<file path="config.mk">
export PLATFORM = sky130hd
export DESIGN_NAME = load_store_unit
export DESIGN_NICKNAME = d
export VERILOG_FILES = /design/src/rtl/load_store_unit.sv
export SDC_FILE = /design/constraint.sdc
export NUM_CORES = 1
export LEC_CHECK = 0
export CAP_MARGIN = 15
export CORE_MARGIN = 4
export CORE_UTILIZATION = 38
export DETAILED_ROUTE_END_ITERATION = 10
export DONT_BUFFER_PORTS = 1
export GPL_ROUTABILITY_DRIVEN = 0
export GPL_TIMING_DRIVEN = 0
export PLACE_DENSITY_LB_ADDON = 0.15
export SLEW_MARGIN = 10
export SYNTH_ARGS = -nofsm -noshare
export SYNTH_HDL_FRONTEND = slang
export SYNTH_SLANG_ARGS = --single-unit
</file>
<file path="constraint.sdc">
create_clock -name clk -period 1.77 [get_ports clk]
set_input_delay 0.354 -clock clk [delete_from_list [all_inputs] [get_ports clk]]
set_output_delay 0.354 -clock clk [all_outputs]
set_load 0.005 [all_outputs]
</file>
<file path="src/rtl/load_store_unit.sv">
// load_store_unit
//   Multi-cycle load/store stage between the ALU and a req/gnt/rvalid data
//   memory port. It latches one access from IDLE and drives the memory
//   request. Load data is returned sign- or zero-extended. busy stays high
//   until the access retires. Illegal or misaligned accesses and memory
//   timeouts are reported as faults.
//
// Ports
//   clk, rst_n        core clock, asynchronous active-low reset
//   start             issue strobe, sampled only while idle
//   is_store, funct3  access kind and RV32I width/sign field
//   addr, wdata       effective address and store data (rs2)
//   busy              high whenever an access is in flight (core stall)
//   done              one-cycle completion pulse
//   rdata             extended load data, held until the next load retires
//   fault             {timeout, misaligned_or_illegal}, valid with done
//   mem_req/we/addr/wstrb/wdata   request side of the memory port
//   mem_gnt, mem_rvalid, mem_rdata response side of the memory port
module load_store_unit #(
  parameter int TIMEOUT = 16,
  parameter int CNT_W   = 8
) (
  input  logic        clk,
  input  logic        rst_n,
  input  logic        start,
  input  logic        is_store,
  input  logic [2:0]  funct3,
  input  logic [31:0] addr,
  input  logic [31:0] wdata,
  output logic        busy,
  output logic        done,
  output logic [31:0] rdata,
  output logic [1:0]  fault,
  output logic        mem_req,
  output logic        mem_we,
  output logic [31:0] mem_addr,
  output logic [3:0]  mem_wstrb,
  output logic [31:0] mem_wdata,
  input  logic        mem_gnt,
  input  logic        mem_rvalid,
  input  logic [31:0] mem_rdata
);

  typedef enum logic [2:0] {
    S_IDLE = 3'd0,
    S_REQ  = 3'd1,
    S_WAIT = 3'd2,
    S_DONE = 3'd3,
    S_ERR  = 3'd4
  } state_t;

  state_t             state_q, state_d;
  logic [CNT_W-1:0]   cnt_q, cnt_d;
  logic [CNT_W-1:0]   cnt_inc;
  logic               timeout_hit;
  logic               is_store_q, is_store_d;
  logic [2:0]         funct3_q, funct3_d;
  logic [1:0]         off_q, off_d;
  logic               busy_q, busy_d;
  logic               done_q, done_d;
  logic [1:0]         fault_q, fault_d;
  logic [31:0]        rdata_q, rdata_d;
  logic               mem_req_q, mem_req_d;
  logic               mem_we_q, mem_we_d;
  logic [31:0]        mem_addr_q, mem_addr_d;
  logic [3:0]         mem_wstrb_q, mem_wstrb_d;
  logic [31:0]        mem_wdata_q, mem_wdata_d;

  // Unsupported funct3 encodings and width-misaligned addresses.
  function automatic logic access_bad(input logic st, input logic [2:0] f3,
                                      input logic [1:0] off);
    logic illegal;
    logic misal;
    if (st) begin
      illegal = (f3[2] == 1'b1) || (f3[1:0] == 2'b11);
    end else begin
      illegal = (f3 == 3'b011) || (f3 == 3'b110) || (f3 == 3'b111);
    end
    misal = ((f3[1:0] == 2'b01) && (off[0] == 1'b1)) ||
            ((f3[1:0] == 2'b10) && (off != 2'b00));
    return illegal || misal;
  endfunction

  // Byte enables for a store at byte offset off.
  function automatic logic [3:0] store_strb(input logic [1:0] sz, input logic [1:0] off);
    logic [3:0] s;
    case (sz)
      2'b00:   s = 4'b0001 << off;
      2'b01:   s = 4'b0011 << off;
      2'b10:   s = 4'b1111;
      default: s = 4'b0000;
    endcase
    return s;
  endfunction

  // Store data is replicated across lanes so the strobes alone pick the target bytes.
  function automatic logic [31:0] store_data(input logic [1:0] sz, input logic [31:0] wd);
    logic [31:0] d;
    case (sz)
      2'b00:   d = {4{wd[7:0]}};
      2'b01:   d = {2{wd[15:0]}};
      default: d = wd;
    endcase
    return d;
  endfunction

  // Pick the addressed byte/half from the read word and extend it.
  function automatic logic [31:0] load_extend(input logic [2:0] f3, input logic [1:0] off,
                                              input logic [31:0] word);
    logic [7:0]  b;
    logic [15:0] h;
    logic [31:0] r;
    b = word[{off, 3'b000} +: 8];
    h = word[{off[1], 4'b0000} +: 16];
    case (f3)
      3'b000:  r = {{24{b[7]}}, b};
      3'b001:  r = {{16{h[15]}}, h};
      3'b100:  r = {24'h000000, b};
      3'b101:  r = {16'h0000, h};
      default: r = word;
    endcase
    return r;
  endfunction

  // The counter covers REQ and WAIT together. The >= compare still ends a
  // load that was granted on the last allowed cycle.
  assign cnt_inc     = cnt_q + {{(CNT_W-1){1'b0}}, 1'b1};
  assign timeout_hit = (cnt_inc >= CNT_W'(TIMEOUT));

  // Next-state, timeout and next-output logic.
  always_comb begin
    state_d     = state_q;
    cnt_d       = cnt_q;
    is_store_d  = is_store_q;
    funct3_d    = funct3_q;
    off_d       = off_q;
    busy_d      = busy_q;
    done_d      = 1'b0;
    fault_d     = 2'b00;
    rdata_d     = rdata_q;
    mem_req_d   = mem_req_q;
    mem_we_d    = mem_we_q;
    mem_addr_d  = mem_addr_q;
    mem_wstrb_d = mem_wstrb_q;
    mem_wdata_d = mem_wdata_q;
    case (state_q)
      S_IDLE: begin
        if (start) begin
          is_store_d = is_store;
          funct3_d   = funct3;
          off_d      = addr[1:0];
          if (access_bad(is_store, funct3, addr[1:0])) begin
            state_d = S_ERR;
            done_d  = 1'b1;
            fault_d = 2'b01;
          end else begin
            state_d     = S_REQ;
            cnt_d       = {CNT_W{1'b0}};
            mem_req_d   = 1'b1;
            mem_we_d    = is_store;
            mem_addr_d  = {addr[31:2], 2'b00};
            mem_wstrb_d = is_store ? store_strb(funct3[1:0], addr[1:0]) : 4'b0000;
            mem_wdata_d = is_store ? store_data(funct3[1:0], wdata) : 32'h0000_0000;
          end
        end else begin
          state_d = S_IDLE;
        end
      end
      S_REQ: begin
        cnt_d = cnt_inc;
        if (mem_gnt) begin
          mem_req_d = 1'b0;
          if (is_store_q) begin
            state_d = S_DONE;
            done_d  = 1'b1;
          end else begin
            state_d = S_WAIT;
          end
        end else if (timeout_hit) begin
          mem_req_d = 1'b0;
          state_d   = S_DONE;
          done_d    = 1'b1;
          fault_d   = 2'b10;
        end else begin
          state_d = S_REQ;
        end
      end
      S_WAIT: begin
        cnt_d = cnt_inc;
        if (mem_rvalid) begin
          rdata_d = load_extend(funct3_q, off_q, mem_rdata);
          state_d = S_DONE;
          done_d  = 1'b1;
        end else if (timeout_hit) begin
          state_d = S_DONE;
          done_d  = 1'b1;
          fault_d = 2'b10;
        end else begin
          state_d = S_WAIT;
        end
      end
      S_DONE:  state_d = S_IDLE;
      S_ERR:   state_d = S_IDLE;
      default: state_d = S_IDLE;
    endcase
    busy_d = (state_d != S_IDLE);
  end

  // State and registered outputs; reset clears everything immediately.
  always_ff @(posedge clk or negedge rst_n) begin
    if (!rst_n) begin
      state_q     <= S_IDLE;
      cnt_q       <= {CNT_W{1'b0}};
      is_store_q  <= 1'b0;
      funct3_q    <= 3'b000;
      off_q       <= 2'b00;
      busy_q      <= 1'b0;
      done_q      <= 1'b0;
      fault_q     <= 2'b00;
      rdata_q     <= 32'h0000_0000;
      mem_req_q   <= 1'b0;
      mem_we_q    <= 1'b0;
      mem_addr_q  <= 32'h0000_0000;
      mem_wstrb_q <= 4'b0000;
      mem_wdata_q <= 32'h0000_0000;
    end else begin
      state_q     <= state_d;
      cnt_q       <= cnt_d;
      is_store_q  <= is_store_d;
      funct3_q    <= funct3_d;
      off_q       <= off_d;
      busy_q      <= busy_d;
      done_q      <= done_d;
      fault_q     <= fault_d;
      rdata_q     <= rdata_d;
      mem_req_q   <= mem_req_d;
      mem_we_q    <= mem_we_d;
      mem_addr_q  <= mem_addr_d;
      mem_wstrb_q <= mem_wstrb_d;
      mem_wdata_q <= mem_wdata_d;
    end
  end

  assign busy      = busy_q;
  assign done      = done_q;
  assign fault     = fault_q;
  assign rdata     = rdata_q;
  assign mem_req   = mem_req_q;
  assign mem_we    = mem_we_q;
  assign mem_addr  = mem_addr_q;
  assign mem_wstrb = mem_wstrb_q;
  assign mem_wdata = mem_wdata_q;

endmodule

</file>
==> impl_metrics.yaml, run 1 <==
outcome:
  status: "complete, but fails checks"
  violations: "hold timing, setup timing"
synthesis:
  synthFlopType: "dfrtp_1"
  synthTopCellsByArea: "dfrtp_1 51%, nand2_1 15%, o21ai_0 5.1%"
  synthArstFlopShare: 1.00
  ys_seq_area_frac: 0.510
  syn_avg_cell_area_sq_um: 8.73
  synth.ff_latch_count: 120
  synth_area_sq_mm: 0.00589
  synth_common_cells: "230 x nand2_1, 120 x dfrtp_1, 60 x o21ai_0"
  ys_types: 48
  synth_edf_count: 0
  synth_top_cell_by_area: "dfrtp_1"
  syn_inst: 674
  yosys_warnings: 0
  synth_top_area_frac: 0.510
  post-synth-top-count-cell: "nand2_1"
die:
  start_util: 0.387
  row_count: 45
  core_area_sq_mm: 0.0152
  dieArea_sq_mm: 0.0175
  fp.dieW_microns: 132
  top_level_ports: 211
  die_y_microns: 132
clock_tree:
  root_buffer: "clkbuf_16"
  numClockSinks: 120
  clk_pin_slew_worst_paths_ns: 0.05
  cts_tree: "built"
  cts_buffers: 17
  clock_latency_ns: 0.41
  cts_max_level: 4
  clock_path_buffers: 2
min_path:
  hp-class: "primary input to asynchronous set/reset pin"
global_routing:
  use_met1: 0.249
  grt-ovfl-total: 0
  antenna_found_initial: 0
  grt_pass1_vias: 5259
  grtUsageMet2: 0.339
  grtUsageMet3: 0.0867
  grt_usage: 0.205
  grt_max_degree: 121
  grt-busiest-layer: "met2"
  grt_pass1_wl_microns: 28800
setup_path:
  cp.arrival_ns: 2.18
  crit_fanout: 5
  rr_worst_depth: 5
  crit_required_ns: 2.07
  crit_type: "flop to flop"
  r2r-start: "state_q[1]$_DFF_PN0_"
  start_kind: "flop"
  endpoint_kind: "flop"
  r2r_slack_ns: -0.11
  reg2reg_to: "cnt_q[6]$_DFFE_PN0P_"
drt:
  drt-initial-drc-count: 259
  wl_per_cell_microns: 19.7
  vias: 5018
  ant_nets: 0
  vias_per_cell: 5.50
  drt_wl_total_microns: 17900
  drcViolationCount: 0
  first_pass_iters: 5
placed_design:
  port-buffer-count: 0
  hpwl_microns: 12900
  post-place-ws_ns: -0.382
timing:
  slew_viol_final: 0
  min_period_over_period: 1.06
  fmax_mhz: 532
  relSlewSlack: 0.543
  clock_skew_ns: 0.0116
  hold_viol_final: 120
  fin_ws_ns: -0.109
  hold_ws_ns: -0.357
  rsz0062_at_grt: "true"
  min_period_ns: 1.88
  worst_pin_slew_ns: 0.685
  setup_viol: 47
cells_and_area:
  syn_to_final_growth_pct: 24.5
  drive_gt1_frac: 0.202
  diodes: 0
  final_nets: 817
  final_core_util: 0.482
run:
  drv_cap: 0
power:
  leakagePower_nw: 3.44
  cellPowerDensity_mw_per_mm2: 1690
  ir_worst_vdd_mv: 0.695
-- layout by cell type (no fill, tap or decap), drive strengths merged, types with 3 or more instances in the layout --
master / synthesis / final
buf: 15 / 36
nor2b: 4 / 4
and2: 3 / 3
and3b: 7 / 7
nor3: 5 / 5
nand2: 230 / 230
mux2: 25 / 25
dfrtp: 120 / 120
bufinv: 0 / 4
nor3b: 11 / 11
and3: 4 / 4
nand3: 46 / 46
mux2i: 10 / 10
nor2: 23 / 23
a211o: 8 / 8
clkbuf: 37 / 58
a211oi: 15 / 15
o21ai: 60 / 60
a21oi: 13 / 13
nand2b: 4 / 4
-- kinds of logic after synthesis --
kind of cell,count (synthesis),synth area share
flops,120,0.510
xor+xnor,3,0.00446
fa+ha+maj,1,0.00213
simple gates,348,0.260
other cells,1,0.000637
compound gates,111,0.114
mux,36,0.0687
buf+inv,54,0.0397
-- state kept, by name, indices dropped and copies added, names as in the netlist, 2 cells and up --
| name | count |
|---|---|
| off_q | 2 |
| cnt_q | 8 |
| state_q | 2 |
| rdata | 32 |
| funct3_q | 3 |
| mem_wstrb | 4 |
| mem_addr | 30 |
| fault | 2 |
| mem_wdata | 32 |
-- worst max-delay path by stage --
| stage | start | end | slack (ns) | cells after the start |
|---|---|---|---|---|
| CTS | state_q[1]$_DFF_PN0_ | cnt_q[6]$_DFFE_PN0P_ | -0.18 | 6 |
| global placement | state_q[1]$_DFF_PN0_ | mem_wdata[29]$_DFFE_PN0P_ | -0.37 | 6 |
| finish | state_q[1]$_DFF_PN0_ | cnt_q[6]$_DFFE_PN0P_ | -0.11 | 5 |
| floorplan | state_q[1]$_DFF_PN0_ | cnt_q[6]$_DFFE_PN0P_ | -0.11 | 6 |
| detailed placement | fault[0]$_DFF_PN0_ | rdata[10]$_DFFE_PN0P_ | -0.38 | 5 |
| global route | state_q[1]$_DFF_PN0_ | cnt_q[6]$_DFFE_PN0P_ | -0.15 | 5 |
-- area by class of cell --
class	count	area, sq um
plain buffers	49	387
clock buffers	25	505
clock inverters	7	138
fillers	1491	7880
inverters	2	7.51
multi-input cells	501	2820
flip-flops and latches	120	3010
well taps	188	235
repair buffers	20	234
-- per-layer routing --
layer / vias to the layer above / share of wire
met5: - / 0
met4: 0 / 0.011
met3: 15 / 0.10
met2: 206 / 0.49
met1: 2440 / 0.40
li1: 2357 / -
-- report_power, final --
part | internal, mW | switching, mW
Combinational | 1.61 | 2.02
Sequential | 3.97 | 1.08
Clock | 2.54 | 1.18
-- per-stage QoR --
stage               std cells  TNS, ns  area (sq um)  hold slack, ns  total power, mW
floorplan                 675    -1.27          5920          0.0584             7.15
global placement          863   -26.08          6160          0.0611             8.04
detailed placement        863   -29.78          6160          0.0614             8.17
CTS                       909    -7.30          7240          -0.381             12.4
global route              912    -5.34          7330          -0.389             13.3
finish                    912    -1.06          7330          -0.357             12.4
-- worst max-delay path, stage by stage, from the launching register on --
cell     delay, ns
dfrtp_2       0.41
or4b_4        0.57
a21o_4        0.23
buf_8         0.14
mux2_4        0.26
a21o_1        0.15
-- timing repair --
action | 4_1_cts | 5_1_grt
setup buffers | 11 | 5
gates resized for setup | 77 | 39
pin swaps | 21 | 6
endpoints found under the hold margin | 120 | 120
setup endpoints to repair | 116 | 111
cloned | 4 | 0
No activity file was read; power rests on OpenSTA's default activity.
==> inputs of run 2 (changes only) <==
Settings changed: CORE_MARGIN 4 to unset, MAX_ROUTING_LAYER set to met4, PLACE_DENSITY_LB_ADDON 0.15 to unset.
==> impl_metrics.yaml, run 2 (same netlist as run 1, synthesis figures left out) <==
outcome:
  status: "complete, but fails checks"
  violations: "hold timing, setup timing"
die:
  die_y_microns: 126
  start_util: 0.389
  fp.dieW_microns: 126
  row_count: 45
  top_level_ports: 211
  core_area_sq_mm: 0.0151
  dieArea_sq_mm: 0.0160
setup_path:
  crit_fanout: 6
  start_kind: "flop"
  crit_required_ns: 2.07
  path_depth: 5
  cpLargestDelayFamily: "simple AND/OR/NAND/NOR gates"
  rr_worst_depth: 5
  path_cells: "or4b_4, a21o_4, buf_8, mux2_2, a21o_1"
  crit_slowest_cell: "or4b_4"
  crit_buf_inv: 1
  startpoint: "state_q[0]$_DFF_PN0_"
  crit_type: "flop to flop"
  r2r-start: "state_q[0]$_DFF_PN0_"
  endpoint_kind: "flop"
  cp.arrival_ns: 2.16
  max_stage_delay_ns: 0.59
cells_and_area:
  final_cells: 913
  final_nets: 818
  drive_gt1_frac: 0.221
  final_common_cell: "nand2_1"
  final_core_util: 0.480
  final_cell_mix: "218 x nand2_1, 119 x dfrtp_1, 44 x nand3_1"
  diodes: 0
  syn_to_final_growth_pct: 23.4
drt:
  top_layer: "met4"
  ant_nets: 0
  drt-initial-drc-count: 235
  drt_wl_total_microns: 17400
  wl_per_cell_microns: 19.1
  wl_met1_microns: 6830
  dr_wl_met2_microns: 8290
  drcViolationCount: 0
  vias_per_cell: 5.62
  dr_wl_met3_microns: 1760
  vias: 5127
  first_pass_iters: 6
power:
  ir_worst_vdd_mv: 0.665
  leakagePower_nw: 3.45
  cellPowerDensity_mw_per_mm2: 1650
timing:
  fin_ws_ns: -0.0847
  relSlewSlack: 0.510
  hold_viol_final: 120
  slew_viol_final: 0
  setup_viol: 11
  worst_pin_slew_ns: 0.732
  clock_skew_ns: 0.0120
  fmax_mhz: 539
  rsz0062_at_grt: "true"
  hold_ws_ns: -0.359
  tns_ns: -0.220
  min_period_over_period: 1.05
  min_period_ns: 1.85
placed_design:
  hpwl_microns: 12300
  place_inst: 864
  port-buffer-count: 0
clock_tree:
  clock_path_buffers: 2
  cts_max_level: 4
  cts_buffers: 17
  numClockSinks: 120
  clk_pin_slew_worst_paths_ns: 0.06
  cts_tree: "built"
  clock_latency_ns: 0.41
  root_buffer: "clkbuf_16"
global_routing:
  grt_max_degree: 121
  grt_usage: 0.225
  grt_pass1_wl_microns: 26900
  antenna_found_initial: 0
  grt-ovfl-total: 0
  grt_pass1_vias: 5142
min_path:
  hp-class: "primary input to asynchronous set/reset pin"
run:
  drv_cap: 0
==> run 2: cell count changes in the layout (fill, tap and decap cells not counted), sizes merged <==
cell / before / now
clkinvlp: 1 / 3
bufinv: 4 / 1
clkbuf: 58 / 53
buf: 36 / 35
inv: 2 / 6
clkinv: 2 / 5
bufbuf: 0 / 1
==> run 2: area by class of cell <==
cell class / instances / area, sq um
clock inverters: 13 / 120
inverters: 2 / 7.51
well taps: 188 / 235
clock buffers: 19 / 443
repair buffers: 21 / 267
plain buffers: 49 / 335
fillers: 1425 / 7880
flip-flops and latches: 120 / 3000
multi-input cells: 501 / 2860
==> run 2: worst paths after layout <==
path | endpoint | slack (ns)
setup / recovery | cnt_q[6]$_DFFE_PN0P_ | -0.08
hold / removal | rdata[29]$_DFFE_PN0P_ | -0.36
setup reg to reg | cnt_q[6]$_DFFE_PN0P_ | -0.08
hold reg to reg | is_store_q$_DFFE_PN0P_ | 0.48
max in group asynchronous | state_q[0]$_DFF_PN0_ | 1.98
min in group clk | mem_addr[12]$_DFFE_PN0P_ | 0.04
==> run 2: metrics by stage <==
step           worst slack, ns  cell area [sq um]  total power [mW]
2_1_floorplan           -0.106               5920              7.15
3_3_place_gp            -0.386               6160              7.98
3_5_place_dp            -0.453               6160              8.13
4_1_cts                 -0.167               7000              11.7
5_1_grt                 -0.121               7270              12.8
6_report               -0.0847               7270              12.0
==> run 2: timing repair <==
item | 4_1_cts | 5_1_grt
endpoints found under the setup margin | 108 | 108
pin swaps | 5 | 9
gates cloned | 2 | 4
endpoints found under the hold margin | 120 | 120
resized for setup | 55 | 85
buffers inserted | 10 | 4
==> run 2: metal layers <==
layer | vias to the layer above | global-route usage
li1 | 2361 | -
met1 | 2470 | 0.256
met2 | 252 | 0.355
met3 | 44 | 0.0721
met4 | 0 | 0.115
met5 | - | -
==> run 2: power by group <==
group | internal (mW) | switching, mW
registers | 3.97 | 1.05
clock network | 1.98 | 1.31
logic | 1.62 | 2.09
==> inputs of run 3 (changes only) <==
Settings changed: CORE_UTILIZATION 38 to 37.
==> impl_metrics.yaml, run 3 (same netlist as run 1, synthesis figures left out) <==
clock_tree:
  cts_max_level: 4
  root_buffer: "clkbuf_16"
  clock_latency_ns: 0.42
  clk_pin_slew_worst_paths_ns: 0.06
  numClockSinks: 120
  clock_path_buffers: 2
  cts_buffers: 17
  cts_tree: "built"
die:
  start_util: 0.383
  die_y_microns: 128
  top_level_ports: 211
  row_count: 45
  dieArea_sq_mm: 0.0164
  core_area_sq_mm: 0.0154
  fp.dieW_microns: 128
timing:
  hold_ws_ns: -0.368
  slew_viol_final: 0
  min_period_ns: 1.87
  setup_viol: 15
  worst_pin_slew_ns: 0.797
  min_period_over_period: 1.06
  relSlewSlack: 0.467
  rsz0062_at_grt: "true"
  clock_skew_ns: 0.00620
  fmax_mhz: 534
  hold_viol_final: 120
  fin_ws_ns: -0.104
drt:
  wl_per_cell_microns: 18.5
  vias_per_cell: 5.38
  drt_wl_total_microns: 17400
  drt-initial-drc-count: 244
  first_pass_iters: 6
  drcViolationCount: 0
  ant_nets: 0
  vias: 5043
setup_path:
  crit_required_ns: 2.08
  crit_type: "flop to flop"
  start_kind: "flop"
  crit_fanout: 6
  cp.arrival_ns: 2.18
  endpoint_kind: "flop"
global_routing:
  grt_max_degree: 121
  grt_usage: 0.221
  antenna_found_initial: 0
  grt_pass1_vias: 5148
  grt_pass1_wl_microns: 26700
  grt-ovfl-total: 0
cells_and_area:
  syn_to_final_growth_pct: 26.0
  final_cell_mix: "219 x nand2_1, 119 x dfrtp_1, 45 x nand3_1"
  n_fill_cell: 1467
  final_common_cell: "nand2_1"
  multi_input_area_sq_mm: 0.00283
  final_cell_area_sq_mm: 0.00742
  seqCellArea_sq_mm: 0.00300
  drive_gt1_frac: 0.212
  final_nets: 820
  diodes: 0
power:
  cellPowerDensity_mw_per_mm2: 1700
  power_mw: 12.6
  ir_worst_vdd_mv: 0.679
  leakagePower_nw: 3.49
placed_design:
  port-buffer-count: 0
  post-place-ws_ns: -0.439
  placed_cell_area_sq_mm: 0.00619
  hpwl_microns: 12400
outcome:
  violations: "hold timing, setup timing"
  status: "complete, but fails checks"
run:
  drv_cap: 0
min_path:
  hp-class: "primary input to asynchronous set/reset pin"
## run 3: cell types whose count changed in the layout (fill, tap and decap cells not counted), moves of 3 or more
cell / previous run / this run
buf_6: 3 / 7
buf_12: 1 / 4
o21ai_2: 14 / 6
inv_6: 4 / 0
clkbuf_2: 15 / 9
nand2_2: 12 / 9
bufinv_16: 1 / 5
o21ai_1: 17 / 25
## run 3: layout make-up
cell class	instances	area share
Clock buffer	20	0.0616
Tap cell	211	0.0356
Timing Repair Buffer	24	0.0403
Multi-Input combinational cell	501	0.382
Clock inverter	12	0.0267
Buffer	48	0.0479
Inverter	2	0.00101
Sequential cell	120	0.405
## run 3: per-layer routing
metal,wire length (microns),up-vias,part of all wire,track usage
li1,-,2369,-,-
met1,6800,2439,0.39,0.243
met2,8610,200,0.50,0.361
met3,1540,35,0.089,0.0785
met4,418,0,0.024,0.0976
met5,0,-,0,-
## run 3: path summary, 6_finish.rpt
kind | start | to | slack [ns] | cells after the start
setup reg to reg | state_q[0]$_DFF_PN0_ | cnt_q[6]$_DFFE_PN0P_ | -0.10 | 5
min in group clk | addr[26] | mem_addr[26]$_DFFE_PN0P_ | 0.04 | 2
setup / recovery | state_q[0]$_DFF_PN0_ | cnt_q[6]$_DFFE_PN0P_ | -0.10 | 5
max in group asynchronous | rst_n | mem_wdata[3]$_DFFE_PN0P_ | 1.98 | 0
hold / removal | rst_n | rdata[29]$_DFFE_PN0P_ | -0.37 | 0
hold reg to reg | is_store_q$_DFFE_PN0P_ | is_store_q$_DFFE_PN0P_ | 0.49 | 2
## run 3: stage by stage
stage	setup TNS [ns]	std cells	utilization
floorplan	-1.27	675	-
global placement	-24.50	886	0.403
detailed placement	-27.51	886	0.403
CTS	-5.73	930	0.461
global route	-1.39	938	0.482
finish	-0.311	938	0.482
## run 3: repair_timing
item	4_1_cts	5_1_grt
buffers inserted	12	7
gates cloned	1	4
resized for setup	42	103
endpoints found under the setup margin	109	109
pin swaps	4	8
hold endpoints to repair	120	120
## run 3: power by group
| group | internal (mW) | switching, mW |
|---|---|---|
| registers | 3.97 | 1.05 |
| clock network | 2.57 | 1.24 |
| logic | 1.67 | 2.08 |
| total | 8.20 | 4.38 |
## run 3: critical path, cell delays in order, from the launching register on
cell	delay, ns
dfrtp_2	0.40
or4b_4	0.57
a21o_4	0.24
buf_8	0.15
mux2_2	0.25
a21o_1	0.15
==> RTL change 1 (flow settings as in run 2) <==
Make the reset (`rst_n`) synchronous in one clocked block. Comments in the files are not updated.
--- a/src/rtl/load_store_unit.sv
+++ b/src/rtl/load_store_unit.sv
@@ -207,7 +207,7 @@
   end
 
   // State and registered outputs; reset clears everything immediately.
-  always_ff @(posedge clk or negedge rst_n) begin
+  always_ff @(posedge clk) begin
     if (!rst_n) begin
       state_q     <= S_IDLE;
       cnt_q       <= {CNT_W{1'b0}};
Behaviour: differs if rst_n is asserted again (counterexample within 4 cycles, from zero or initial values and one cycle with rst_n low); with rst_n held inactive, the same outputs for 4 cycles.
==> RTL change 1 against run 2 <==
  * The flow finishes with violations (negative setup slack)
  * Setup slack gained 0.083 ns
  * Synthesized area shrank 8.7%
  * Sequential cell count is the same
  * Synthesized cell count shrank 6.7%
  * Worst hold slack gained 0.42 ns
  * Wire length shrank 6.9%
  * Die area shrank 8.6%
  * Cell area shrank 9.8%
  * Core utilization shrank 0.56 points
  * Final cell count shrank 6.6%
  * Critical path type unchanged
  * Critical endpoint is now mem_wdata[20]
Power is not compared: it rests on default switching activity, and its combinational part moved more than twofold at a synthesized area within 25%.
==> RTL change 1: results (changes against run 2) <==
<table>
<tr><th>Metric</th><th>Value</th></tr>
<tr><th colspan="2">GRT</th></tr>
<tr><td>GR Util met1</td><td>0.279 (+0.0231)</td></tr>
<tr><td>Wire length of the first global-routing pass</td><td>24800 um (-8.0%)</td></tr>
<tr><td>Vias in the first global route</td><td>4622 (-10%)</td></tr>
<tr><td>Pin count of the biggest net entering global routing</td><td>20 (-83%)</td></tr>
<tr><td>M3 GR Usage</td><td>0.0583 (-0.0139)</td></tr>
<tr><th colspan="2">Worst setup path</th></tr>
<tr><td>Signal arrival time at the worst endpoint</td><td>2.12 ns (-0.04 ns)</td></tr>
<tr><td>Startpoint of the worst setup timing path</td><td>state_q[0]</td></tr>
<tr><th colspan="2">Yosys</th></tr>
<tr><td>Share of the synthesized netlist area taken by xor and xnor gates</td><td>0.00326 (-0.00120)</td></tr>
<tr><td>Compound-Gate Fraction of Synth Area</td><td>0.240 (+0.126)</td></tr>
<tr><td>Synthesized-area fraction occupied by adder cells</td><td>0.00233 (+0.000202)</td></tr>
<tr><th colspan="2">Drt</th></tr>
<tr><td>Number of DRC violations after detailed-routing iteration 0</td><td>314 (+34%)</td></tr>
<tr><td>Number of detailed-routing iterations run before antenna repair</td><td>7 (+1)</td></tr>
<tr><td>Average routed wire per standard cell</td><td>19.0 um (-0.40%)</td></tr>
<tr><td>Met1 WL</td><td>6970 um (+1.9%)</td></tr>
<tr><td>Vias after detailed routing</td><td>4792 (-6.5%)</td></tr>
<tr><th colspan="2">Place</th></tr>
<tr><td>Worst slack at placement</td><td>-0.353 ns (+0.0992 ns)</td></tr>
<tr><td>Cell count after placement</td><td>810 (-6.3%)</td></tr>
<tr><th colspan="2">Status</th></tr>
<tr><td>Result of the run</td><td>finished with violations</td></tr>
<tr><td>Violations in the final reports</td><td>negative setup slack</td></tr>
<tr><th colspan="2">STA</th></tr>
<tr><td>Final setup violation count</td><td>1 (-10)</td></tr>
<tr><td>Final TNS setup</td><td>-0.00193 ns (+0.218 ns)</td></tr>
<tr><td>Worst setup slack after layout</td><td>-0.00193 ns (+0.0828 ns)</td></tr>
<tr><td>Min Hold Slack</td><td>0.0625 ns (+0.422 ns)</td></tr>
<tr><th colspan="2">Layout</th></tr>
<tr><td>Layout Nets</td><td>766 (-6.4%)</td></tr>
<tr><td>Fraction of final layout cells with drive strength greater than 1</td><td>0.193 (-0.0275)</td></tr>
<tr><td>Seq. cell area</td><td>0.00241 mm2 (-20%)</td></tr>
<tr><td>Fraction of area in registers</td><td>0.368 (-0.0453)</td></tr>
<tr><td>Number of ordinary and repair buffers in the finished layout</td><td>60 (-14%)</td></tr>
<tr><td># fillers</td><td>1312 (-7.9%)</td></tr>
</table>
RTL change 1: cell count changes after synthesis, moves of 9 or more:
| cell | before | now |
|---|---|---|
| sky130_fd_sc_hd__clkbuf_1 | 37 | 25 |
| sky130_fd_sc_hd__dfxtp_1 | 0 | 120 |
| sky130_fd_sc_hd__o21ai_2 | 0 | 19 |
| sky130_fd_sc_hd__dfrtp_1 | 120 | 0 |
| sky130_fd_sc_hd__a22o_1 | 0 | 10 |
| sky130_fd_sc_hd__nand3_1 | 46 | 3 |
| sky130_fd_sc_hd__a21oi_1 | 12 | 72 |
| sky130_fd_sc_hd__o21ai_1 | 0 | 9 |
| sky130_fd_sc_hd__o211ai_1 | 0 | 12 |
| sky130_fd_sc_hd__a211oi_1 | 15 | 2 |
| sky130_fd_sc_hd__mux2i_1 | 10 | 24 |
| sky130_fd_sc_hd__o21ai_0 | 60 | 25 |
| sky130_fd_sc_hd__mux2_2 | 25 | 10 |
| sky130_fd_sc_hd__nand2_1 | 230 | 143 |
==> RTL change 2 (config.mk and constraints of run 2) <==
Without the edit above. Set the parameter `CNT_W` to 6 (it was 8).
--- a/src/rtl/load_store_unit.sv
+++ b/src/rtl/load_store_unit.sv
@@ -18,7 +18,7 @@
 //   mem_gnt, mem_rvalid, mem_rdata response side of the memory port
 module load_store_unit #(
   parameter int TIMEOUT = 16,
-  parameter int CNT_W   = 8
+  parameter int CNT_W   = 6
 ) (
   input  logic        clk,
   input  logic        rst_n,
Function: same outputs for any inputs over 4 cycles, from zero or initial values and one cycle with rst_n low; that may be too few to reach the edited logic, so the function may still have changed.
==> RTL change 2 against run 2 <==
  * The flow finishes with violations (negative hold slack)
  * Wire length shrank 9.3%
  * Critical path depth unchanged
  * Die area is 0.96% lower
  * Setup slack improved by 0.16 ns
  * Synthesized cell count decreased by 15%
  * Cell area decreased by 6.4%
  * Sequential cell count down 2
  * Total power is 1.1% lower
  * Synthesized area is 0.98% lower
  * Count of clock-buffer cells in the layout up 2
==> RTL change 2: results (changes against run 2) <==
<table>
<tr><th>Metric</th><th>Value</th></tr>
<tr><th colspan="2">Status</th></tr>
<tr><td>Result of the run</td><td>finished with violations</td></tr>
<tr><td>Violations in the final reports</td><td>negative hold slack</td></tr>
<tr><th colspan="2">GRT</th></tr>
<tr><td>GR Util met1</td><td>0.237 (-0.0193)</td></tr>
<tr><td>Global-route track usage on met2</td><td>0.333 (-0.0219)</td></tr>
<tr><td>Pin count of the biggest net entering global routing</td><td>119 (-1.7%)</td></tr>
<tr><td>Wire length of the first global-routing pass</td><td>24700 um (-8.3%)</td></tr>
<tr><th colspan="2">Drt</th></tr>
<tr><td>Drt via density</td><td>5.50 (-2.1%)</td></tr>
<tr><td>Met3 WL</td><td>1440 um (-18%)</td></tr>
<tr><td>Number of DRC violations after detailed-routing iteration 0</td><td>228 (-3.0%)</td></tr>
<tr><td>Average routed wire per standard cell</td><td>20.0 um (+4.7%)</td></tr>
<tr><td>Met1 WL</td><td>6450 um (-5.7%)</td></tr>
<tr><td>Detailed route wirelength on metal2</td><td>7690 um (-7.2%)</td></tr>
<tr><th colspan="2">Layout</th></tr>
<tr><td>Fraction of final layout cells with drive strength greater than 1</td><td>0.227 (+0.00666)</td></tr>
<tr><td>Cell Count, Final, Fillers Out</td><td>791 (-13%)</td></tr>
<tr><th colspan="2">Yosys</th></tr>
<tr><td>Top cells by area, synth</td><td>sky130_fd_sc_hd__dfrtp_1, sky130_fd_sc_hd__mux2_4, sky130_fd_sc_hd__nand2_1</td></tr>
<tr><td>Register area share after synthesis</td><td>0.507 (-0.00355)</td></tr>
<tr><td>Netlist cell types</td><td>51 (+6.3%)</td></tr>
<tr><td>Mean instance size in the synthesized netlist</td><td>10.2 um2 (+17%)</td></tr>
<tr><th colspan="2">Worst setup path</th></tr>
<tr><td>Signal arrival time at the worst endpoint</td><td>1.98 ns (-0.18 ns)</td></tr>
<tr><td>R2r setup slk</td><td>0.08 ns (+0.16 ns)</td></tr>
<tr><th colspan="2">STA</th></tr>
<tr><td>Layout Skew</td><td>0.0103 ns (-0.00174 ns)</td></tr>
<tr><td>Tightest Pin Transition</td><td>0.532 ns (-0.201 ns)</td></tr>
<tr><td>Final hold viol count</td><td>118 (-1.7%)</td></tr>
<tr><td>Min Hold Slack</td><td>-0.362 ns (-0.00237 ns)</td></tr>
<tr><th colspan="2">Pwr</th></tr>
<tr><td>Leakage power summed over all cells</td><td>3.12 nW (-9.6%)</td></tr>
</table>
==> RTL change 2: cell types whose count changed in the layout (fill, tap and decap cells not counted), sizes merged, moves of 3 or more <==
| cell | change |
|---|---|
| a21o | +3 |
| buf | -6 |
| a211oi | -7 |
| mux2 | +33 |
| xnor2 | +3 |
| mux2i | +3 |
| and3b | -7 |
| clkbuf | -14 |
| nand2 | -117 |
| nand3 | -5 |
| bufinv | +3 |
| nor4 | +3 |
| a211o | -6 |
| nor2b | +5 |
==> RTL change 2: where the power goes <==
group	switching (mW)	total [mW]	internal [mW]
Combinational	1.61	3.20	1.59
Clock	1.19	3.63	2.44
Sequential	1.10	5.06	3.96
==> RTL change 2: cells by family (layout without fill, tap and decap cells) <==
logic type               after synthesis  after routing  share of synthesized area
flip-flops                           118            118                      0.507
multiplexers                          71             71                      0.155
AND/OR/NAND/NOR                      228            228                      0.182
other                                  1              2                   0.000643
AO/OA/AOI/OAI                        100            100                      0.102
adder cells (fa/ha/maj)                1              1                    0.00215
buffers and inverters                 48             82                     0.0440
XOR/XNOR                               5              5                    0.00751
==> RTL change 2: area by class of cell <==
| class | count | area share |
|---|---|---|
| plain buffers | 43 | 0.0394 |
| clock buffers | 21 | 0.0692 |
| clock inverters | 9 | 0.0221 |
| inverters | 5 | 0.00276 |
| multi-input cells | 407 | 0.391 |
| flip-flops and latches | 118 | 0.435 |
| well taps | 184 | 0.0339 |
| repair buffers | 4 | 0.00699 |
==> RTL change 2: repair_timing <==
item / CTS / global route
setup endpoints to repair: 84 / 64
hold endpoints to repair: 118 / 118
resized for setup: 3 / 19
buffers inserted: 2 / 1
pin swaps: 3 / 1
gates cloned: 0 / 1
